## src/rtl/mem_port0_arbiter_pkg.sv

```systemverilog
// rtl/mem_port0_arbiter_pkg.sv - shared FSM state and requester index definitions for the port-0 arbiter
package mem_port0_arbiter_pkg;

  typedef enum logic [1:0] {
    IDLE  = 2'd0,
    LOCK0 = 2'd1,
    LOCK1 = 2'd2
  } arb_state_e;

  localparam logic REQ_CPU    = 1'b0;
  localparam logic REQ_LOADER = 1'b1;

endpackage

```

## src/rtl/mem_port0_arbiter.sv

```systemverilog
// rtl/mem_port0_arbiter.sv - two-requester arbiter with lock for RAM port 0; MEM_ARB_RR_EN enables round-robin
module mem_port0_arbiter
  import mem_port0_arbiter_pkg::*;
#(
  parameter int MEM_ADDR_WIDTH = 7,
  parameter int MEM_DATA_WIDTH = 8
) (
  input  logic                      clock,
  input  logic                      reset,
  input  logic                      r0_valid,
  input  logic                      r0_rnw,
  input  logic [MEM_ADDR_WIDTH-1:0] r0_addr,
  input  logic [MEM_DATA_WIDTH-1:0] r0_wdata,
  input  logic                      r0_lock,
  output logic                      r0_ready,
  output logic                      r0_rvalid,
  output logic [MEM_DATA_WIDTH-1:0] r0_rdata,
  input  logic                      r1_valid,
  input  logic                      r1_rnw,
  input  logic [MEM_ADDR_WIDTH-1:0] r1_addr,
  input  logic [MEM_DATA_WIDTH-1:0] r1_wdata,
  input  logic                      r1_lock,
  output logic                      r1_ready,
  output logic                      r1_rvalid,
  output logic [MEM_DATA_WIDTH-1:0] r1_rdata,
  output logic [MEM_ADDR_WIDTH-1:0] mem_address0,
  output logic [MEM_DATA_WIDTH-1:0] mem_data_in0,
  output logic                      mem_rnw0,
  input  logic [MEM_DATA_WIDTH-1:0] mem_data_out0
);

  arb_state_e state_q, state_d;
  logic       gnt0, gnt1;
  logic       rd_pend0_q, rd_pend1_q;

`ifdef MEM_ARB_RR_EN
  logic last_grant_q;
`endif

  always_comb begin
    gnt0    = 1'b0;
    gnt1    = 1'b0;
    state_d = state_q;
    case (state_q)
      IDLE: begin
        if (r0_valid && r1_valid) begin
`ifdef MEM_ARB_RR_EN
          if (last_grant_q == REQ_CPU) gnt1 = 1'b1;
          else                         gnt0 = 1'b1;
`else
          gnt0 = 1'b1;
`endif
        end else begin
          gnt0 = r0_valid;
          gnt1 = r1_valid;
        end
      end
      LOCK0:   gnt0 = r0_valid;
      LOCK1:   gnt1 = r1_valid;
      default: state_d = IDLE;
    endcase
    // The lock bit of the accepted beat alone decides where the FSM goes next
    if (gnt0)      state_d = r0_lock ? LOCK0 : IDLE;
    else if (gnt1) state_d = r1_lock ? LOCK1 : IDLE;
  end

  always_comb begin
    mem_rnw0     = 1'b1;
    mem_address0 = '0;
    mem_data_in0 = '0;
    if (gnt0) begin
      mem_rnw0     = r0_rnw;
      mem_address0 = r0_addr;
      mem_data_in0 = r0_wdata;
    end else if (gnt1) begin
      mem_rnw0     = r1_rnw;
      mem_address0 = r1_addr;
      mem_data_in0 = r1_wdata;
    end
  end

  assign r0_ready = gnt0;
  assign r1_ready = gnt1;

  always_ff @(posedge clock or posedge reset) begin
    if (reset) begin
      state_q    <= IDLE;
      rd_pend0_q <= 1'b0;
      rd_pend1_q <= 1'b0;
    end else begin
      state_q    <= state_d;
      rd_pend0_q <= gnt0 && r0_rnw;
      rd_pend1_q <= gnt1 && r1_rnw;
    end
  end

`ifdef MEM_ARB_RR_EN
  always_ff @(posedge clock or posedge reset) begin
    if (reset)     last_grant_q <= REQ_LOADER;
    else if (gnt0) last_grant_q <= REQ_CPU;
    else if (gnt1) last_grant_q <= REQ_LOADER;
  end
`endif

  // RAM data is only presented to the requester whose read is landing this cycle
  assign r0_rvalid = rd_pend0_q;
  assign r1_rvalid = rd_pend1_q;
  assign r0_rdata  = rd_pend0_q ? mem_data_out0 : '0;
  assign r1_rdata  = rd_pend1_q ? mem_data_out0 : '0;

endmodule

```

## config.mk

```make
export PLATFORM = sky130hd
export DESIGN_NAME = mem_port0_arbiter
export DESIGN_NICKNAME = d
export VERILOG_FILES = /design/src/rtl/mem_port0_arbiter_pkg.sv /design/src/rtl/mem_port0_arbiter.sv
export SDC_FILE = /design/constraint.sdc
export NUM_CORES = 1
export LEC_CHECK = 0
export CORE_UTILIZATION = 24
export DETAILED_ROUTE_END_ITERATION = 6
export HOLD_SLACK_MARGIN = 0.05
export PLACE_DENSITY = 0.79
export REMOVE_ABC_BUFFERS = 1
export SYNTH_ARGS = -nofsm -noshare
export SYNTH_HDL_FRONTEND = slang
export SYNTH_SLANG_ARGS = --single-unit
```

## constraint.sdc

```tcl
create_clock -name clock -period 1.5 [get_ports clock]
set_input_delay 0.225 -clock clock [delete_from_list [all_inputs] [get_ports clock]]
set_output_delay 0.225 -clock clock [all_outputs]
set_load 0.005 [all_outputs]
```

Word-level counts from Yosys, hierarchy flattened
Cells that the tools add are included.
{"block": "totals", "regBits": 4, "latch_bits": 0, "ramBits": 0, "rom_bits": 0, "input_bits": 46, "out_inout_bits": 36, "word_cells": 28, "n_memories": 0}
{"block": "op_classes", "n_addsub": 0, "n_mul": 0, "div_mod_pow": 0, "n_lt_le_gt_ge": 0, "eq_ne": 3, "shifts": 0, "n_mux": 17, "bitwise": 0, "n_reduce_logical": 5}
{"operator": "$mux 8", "n": 4}
{"operator": "$mux 7", "n": 2}
{"operator": "$mux 2", "n": 4}
{"operator": "$mux 1", "n": 5}
{"operator": "$pmux 1 s2", "n": 2}
{"operator": "$logic_and 1x1->1", "n": 3}
{"operator": "$ne 3x1->1 const B", "n": 1}
{"operator": "$reduce_or 3->1", "n": 1}
{"operator": "$eq 2x1->1 const B", "n": 1}
{"operator": "$eq 2x2->1 const B", "n": 1}
{"operator": "$logic_not 2->1", "n": 1}

Depth between registers and ports, before layout
Gate-level depths: netlist of the first run.
{"block": "logic_depth", "ltp_word": 5, "depth_mapped": 4, "ltp_nobuf": 3}

Least setup slack after synthesis of the first run
No wires, ideal clock.
{"block": "synth_timing", "path_type": "flip-flop to output port", "startpoint": "reg state_q[1]", "endpoint": "out mem_address0[0]", "arrival_ns": 1.026, "t_required_ns": 1.275, "path_slack_ns": 0.249, "stages_incl_launch_ff": 5, "cell_sequence": "dfrtp_1 > nand2b_1 > buf_6 > buf_6 > a31o_1"}
{"block": "synth_via", "elab_chain_cells": 4, "elab_cells_between_ends": 7, "classes_between": "2 x eq/ne; 4 x mux; 1 x reduce/logical"}
{"element": "start, declared", "line_no": "mem_port0_arbiter.sv:32", "rtl": "arb_state_e state_q, state_d;"}
{"element": "start signal, assigned", "line_no": "mem_port0_arbiter.sv:91", "rtl": "state_q <= state_d;"}
{"element": "$eq 2x2->1 or $logic_not 2->1 (tied branches)", "line_no": "mem_port0_arbiter.sv:44", "rtl": "case (state_q)"}
{"element": "$pmux 1 s2", "line_no": "mem_port0_arbiter.sv:44"}
{"element": "$mux 7", "line_no": "mem_port0_arbiter.sv:75", "rtl": "end else if (gnt1) begin"}
{"element": "$mux 7 *", "line_no": "mem_port0_arbiter.sv:71", "rtl": "if (gnt0) begin"}
{"element": "end, declared", "line_no": "mem_port0_arbiter.sv:26", "rtl": "output logic [MEM_ADDR_WIDTH-1:0] mem_address0,"}
Every way passes the cells marked *; elsewhere a longest branch is shown, timed or not.

Worst setup path in the final report of the first run
{"block": "layout_timing", "startpoint": "reg state_q[1]", "endpoint": "out mem_data_in0[4]"}
{"block": "layout_via", "elab_chain_cells": 4, "elab_cells_between_ends": 7, "classes_between": "2 x eq/ne; 4 x mux; 1 x reduce/logical"}
{"element": "$eq 2x2->1 or $logic_not 2->1 (tied branches)", "line_no": "mem_port0_arbiter.sv:44"}
{"element": "$pmux 1 s2", "line_no": "mem_port0_arbiter.sv:44"}
{"element": "$mux 8", "line_no": "mem_port0_arbiter.sv:75"}
{"element": "$mux 8 *", "line_no": "mem_port0_arbiter.sv:71"}
{"element": "end, declared", "line_no": "mem_port0_arbiter.sv:27", "rtl": "output logic [MEM_DATA_WIDTH-1:0] mem_data_in0,"}
Marked as above.

==> results.yml, run 1 <==
sta:
  skew_ns: 0.00113
  setup_viol: 12
  max_freq_ghz: 0.635
  holdWs_ns: 0.188
  worst_slew_pin_slew_ns: 0.232
  hold_viol: 0
  drv_slew: 0
  slew_headroom_pct: 84.5
  finalCritPeriodShare_pct: 105
  fin_crit_ns: 1.58
  final.setup.worst_slack_ns: -0.0757
  rsz0062_at_grt: "yes"
global_routing:
  grt_first_pass_wirelength_um: 4500
  grt_usage_pct: 22.1
  grt_start_max_net_pins: 13
  grt_pass1_vias: 998
  grt_overflow: 0
  grt_antenna_before_repair: 0
cts:
  cts_sinks: 4
  clock_latency_ns: 0.23
  cts_root_buffer: "clkbuf_4"
  cts_tree: "built"
  cts_hold_buf: 0
  clk_path_buf_depth: 2
  clk_pin_slew_ns: 0.04
  htree_levels: 1
  cts_made_buffers: 3
placed_design:
  post-place-cells: 185
  gp_congestion: 0.879
  portBuffers: 81
  hpwl_um: 2160
finish:
  fillers: 195
  final_common_cell: "clkdlybuf4s50_1"
  diodes: 0
  fin_nets: 219
  drive_above_1_share_pct: 32.2
  fin_cells: 199
  layout_common_cells: "clkdlybuf4s50_1 (45), and2_1 (18), buf_2 (18), dlygate4sd2_1 (17), and3b_1 (15)"
  areaGrowthSynthToFinish_pct: 156
critical_path:
  critPathKind: "flip-flop to output port"
  arrival_ns: 1.35
  cp_max_fo: 8
  end_kind: "output port"
  start_kind: "flip-flop"
  crit_required_ns: 1.27
detailed_routing:
  routedWlPerCell_um: 14.5
  drtAntennaViolNets: 0
  wirelength_um: 2880
  drc_errors: 0
  drtIter0Drc: 9
  vias_per_cell: 4.87
  vias: 969
  firstDrtPassIters: 4
outcome:
  failed_checks: "negative setup slack"
  status: "finished with violations"
floorplanning:
  start_util_pct: 26.4
  fp.dieH_um: 52.0
  core_area_um2: 2280
  rows: 17
  fp.dieW_um: 52.0
  die_area_um2: 2710
  io-pin-count: 82
hold_path:
  hold_path_class: "input port to asynchronous set/reset pin"
logic_synthesis:
  yosysWarnings: 0
  ys_seq_area_share_pct: 16.7
  ys_types: 17
  synthCells: 72
  synth.area.top_cells: "and3b_1 (22%), and2_1 (19%), dfrtp_1 (17%)"
  synth-seq-cells: 4
  synth_area_per_cell_um2: 8.34
  synth_top_area_share_pct: 21.9
  syn_area_um2: 601
  synth.largest_area_cell: "and3b_1"
pwr:
  fin_total_pwr_w: 0.000783
  cellLeakagePower_nw: 0.845
  power_density_nw_per_um2: 509
  ir_drop_mv: 0.292
flow_run:
  maxCapViolations: 0
timing repair:
item / in CTS / in global routing
gates cloned: 1 / 0
resized for setup: 106 / 4
pin swaps: 1 / 4
setup buffers: 9 / 2
endpoints found under the setup margin: 34 / 19
cell type report:
cell class                 instances  area, µm²  share of cell area (%)
sequential                         4        103                    6.67
inverter                           5       18.8                    1.22
multi-input combinational         57        457                    29.7
clock buffer                       3       22.5                    1.46
timing repair buffer             102        902                    58.7
tap                               28       35.0                    2.28
cells in the mapped netlist, drive strengths merged:
cell type and number:
inv 5, nand2b 2, a221oi 1, mux2i 1, buf 6, nor3b 1, nor2 1, and3b 15
a31oi 1, and2 18, dfrtp 4, a31o 15, and3 1, nor2b 1
registers in the layout, indices dropped and copies added, names as in the netlist:
name and flops:
state_q 2, r1_rvalid 1, r0_rvalid 1
metal layers:
metal,track usage [%],wire length (µm)
met1,23.8,1060
met2,42.3,1460
met3,4.39,330
met4,6.76,29
met5,0,0
cells by family after synthesis:
family | share of synthesized area [%]
multiplexers | 1.67
AO/OA/AOI/OAI | 24.4
buffers and inverters | 10.6
AND/OR/NAND/NOR | 46.7
flip-flops | 16.7
path summary, 6_finish.rpt:
path,start,to,slack (ns),cells past startpoint
min in group clock,r1_valid,state_q[1],0.45,3
worst max register to register,state_q[1],r1_rvalid,0.40,4
worst max-delay path,state_q[1],mem_data_in0[4],-0.08,5
worst min-delay path,reset,state_q[0],0.19,2
max in group asynchronous,reset,r1_rvalid,1.15,2
worst min register to register,state_q[1],state_q[0],0.68,3
per-stage QoR:
step	instance area, µm²	util, %	worst slack (ns)	setup TNS [ns]
finish	1540	67.6	-0.0757	-0.576
global route	1540	67.6	-0.159	-1.65
CTS	1520	66.7	-0.0869	-0.666
detailed placement	1480	64.9	-0.477	-8.75
global placement	1480	64.9	-0.456	-8.39
floorplan	556	-	0.0304	0
worst max-delay path, cell delays in order (launching register included):
cell     delay, ns
dfrtp_1       0.36
buf_6         0.13
buf_6         0.11
and3b_1       0.18
a31o_2        0.21
buf_2         0.12
power breakdown:
group | switching (W) | internal, W
combinational | 0.000176 | 0.000342
sequential | 0.0000129 | 0.000121
clock | 0.0000413 | 0.0000893
total | 0.000231 | 0.000553
Power figures use the tool's default switching activity.
==> inputs of run 2 (changes only) <==
--- a/config.mk
+++ b/config.mk
@@ -13,3 +13,4 @@
 export SYNTH_ARGS = -nofsm -noshare
 export SYNTH_HDL_FRONTEND = slang
 export SYNTH_SLANG_ARGS = --single-unit
+export TNS_END_PERCENT = 5
==> run 2 against run 1 <==
The run still ends with negative setup slack left. Combinational power fell by 1%. Routed wire length decreased by 4.1%. Setup slack improved by 0.0019 ns. First-iteration DRC count fell by 33%. Sequential power hardly changed. Power decreased by 0.57%. Die area is the same. Sequential cell count stayed put. Largest cell class unchanged.
==> results.yml, run 2 (synthesized netlist as in run 1, its figures left out) <==
finish:
  final_common_cell: "clkdlybuf4s50_1"
  regArea_um2: 103
  fillers: 197
  fin_nets: 218
  areaGrowthSynthToFinish_pct: 155
  drive_above_1_share_pct: 32.4
  diodes: 0
  layout_common_cells: "clkdlybuf4s50_1 (44), and2_1 (18), dlygate4sd2_1 (17), and3b_1 (15), buf_2 (15)"
  largest_reg_flops: 2
  top_register: "state_q"
  multiInputGateArea_um2: 457
pwr:
  power_density_nw_per_um2: 509
  cellLeakagePower_nw: 0.841
  fin_total_pwr_w: 0.000779
  ir_drop_mv: 0.327
sta:
  max_freq_ghz: 0.635
  drv_slew: 0
  skew_ns: 0.00320
  final.setup.worst_slack_ns: -0.0738
  holdWs_ns: 0.185
  hold_viol: 0
  fin_setup_tns_ns: -0.554
  fin_crit_ns: 1.57
  slew_headroom_pct: 84.3
  worst_slew_pin_slew_ns: 0.235
  rsz0062_at_grt: "yes"
  setup_viol: 13
  finalCritPeriodShare_pct: 105
critical_path:
  crit_start: "state_q[1]"
  start_kind: "flip-flop"
  end_kind: "output port"
  crit_required_ns: 1.27
  r2r_end: "r1_rvalid"
  r2r_cells: 4
  cp_max_fo: 8
  arrival_ns: 1.35
  ff2ff_setup_slack_ns: 0.42
  r2r-start: "state_q[1]"
  critPathKind: "flip-flop to output port"
  endpoint: "mem_data_in0[4]"
hold_path:
  hold_path_class: "input port to asynchronous set/reset pin"
placed_design:
  gp_congestion: 0.879
  portBuffers: 81
  dp_slack_ns: -0.477
  hpwl_um: 2160
global_routing:
  met1_usage_pct: 24.4
  use_met2_pct: 39.7
  grt_usage_pct: 21.5
  grt_start_max_net_pins: 13
  grt_antenna_before_repair: 0
  grt_overflow: 0
  grt_first_pass_wirelength_um: 4400
  grt_pass1_vias: 965
  use_met3_pct: 4.39
  grt-busiest-layer: "met2"
floorplanning:
  core_area_um2: 2280
  die_area_um2: 2710
  fp.dieH_um: 52.0
  io-pin-count: 82
  rows: 17
  start_util_pct: 26.4
  fp.dieW_um: 52.0
cts:
  clk_pin_slew_ns: 0.04
  htree_levels: 1
  cts_sinks: 4
  cts_root_buffer: "clkbuf_4"
  clk_path_buf_depth: 2
  clock_latency_ns: 0.23
  cts_made_buffers: 3
  cts_hold_buf: 0
  cts_tree: "built"
outcome:
  status: "finished with violations"
  failed_checks: "negative setup slack"
detailed_routing:
  vias: 961
  firstDrtPassIters: 3
  routedWlPerCell_um: 13.9
  vias_per_cell: 4.85
  drtIter0Drc: 6
  drtAntennaViolNets: 0
  wirelength_um: 2760
  drc_errors: 0
flow_run:
  maxCapViolations: 0
==> run 2: cell types whose count changed in the layout (fill, tap and decap cells not counted) <==
cell | before | now
buf_2 | 18 | 15
buf_4 | 10 | 11
buf_6 | 10 | 9
clkbuf_2 | 0 | 2
clkdlybuf4s15_2 | 0 | 1
clkdlybuf4s50_1 | 45 | 44
==> run 2: worst min path at each step <==
stage / start / endpoint / slack (ns) / cells after the start
final: reset / state_q[0] / 0.19 / 2
after global routing: reset / state_q[0] / 0.21 / 2
after CTS: reset / state_q[0] / 0.19 / 2
after detailed placement: reset / r0_rvalid / 0.43 / 2
after global placement: reset / state_q[0] / 0.42 / 2
after floorplan: reset / r0_rvalid / -0.009 / 1
==> run 2: per-stage QoR <==
stage | area [µm²] | utilization, % | instances
finish | 1530 | 67.2 | 198
CTS | 1530 | 67.2 | 198
global route | 1530 | 67.2 | 198
detailed placement | 1480 | 64.9 | 185
global placement | 1480 | 64.9 | 185
floorplan | 556 | - | 66
==> run 2: metal layers <==
| metal | vias to the layer above | share of wire, % |
|---|---|---|
| met4 | 0 | 0.98 |
| li1 | 460 | - |
| met2 | 61 | 49 |
| met3 | 4 | 12 |
| met5 | - | 0 |
| met1 | 436 | 38 |
==> run 2: worst max-delay path, cell delays in order, from the launching register on <==
cell and delay, ns:
dfrtp_1 0.36, buf_6 0.13, buf_6 0.11, and3b_1 0.18
a31o_2 0.21, buf_2 0.12
==> run 2: area by class of cell <==
cell class                      instances  share of cell area (%)
Clock buffer                            3                    1.47
Inverter                                5                    1.23
Multi-Input combinational cell         57                    29.8
Sequential cell                         4                    6.70
Tap cell                               28                    2.29
Timing Repair Buffer                  101                    58.5
==> run 2: timing repair <==
item,CTS,global route
endpoints found under the hold margin,0,0
endpoints found under the setup margin,34,19
pin swaps,1,2
gates resized for setup,100,6
setup buffers,9,0
gates cloned,1,0
==> run 2: power by group <==
| group | total [W] | internal (W) | switching, W | leakage [nW] |
|---|---|---|---|---|
| Clock | 0.000131 | 0.0000894 | 0.0000418 | 0.0138 |
| Sequential | 0.000135 | 0.000121 | 0.0000145 | 0.0494 |
| Combinational | 0.000512 | 0.000341 | 0.000171 | 0.778 |
| Total | 0.000779 | 0.000551 | 0.000227 | 0.841 |
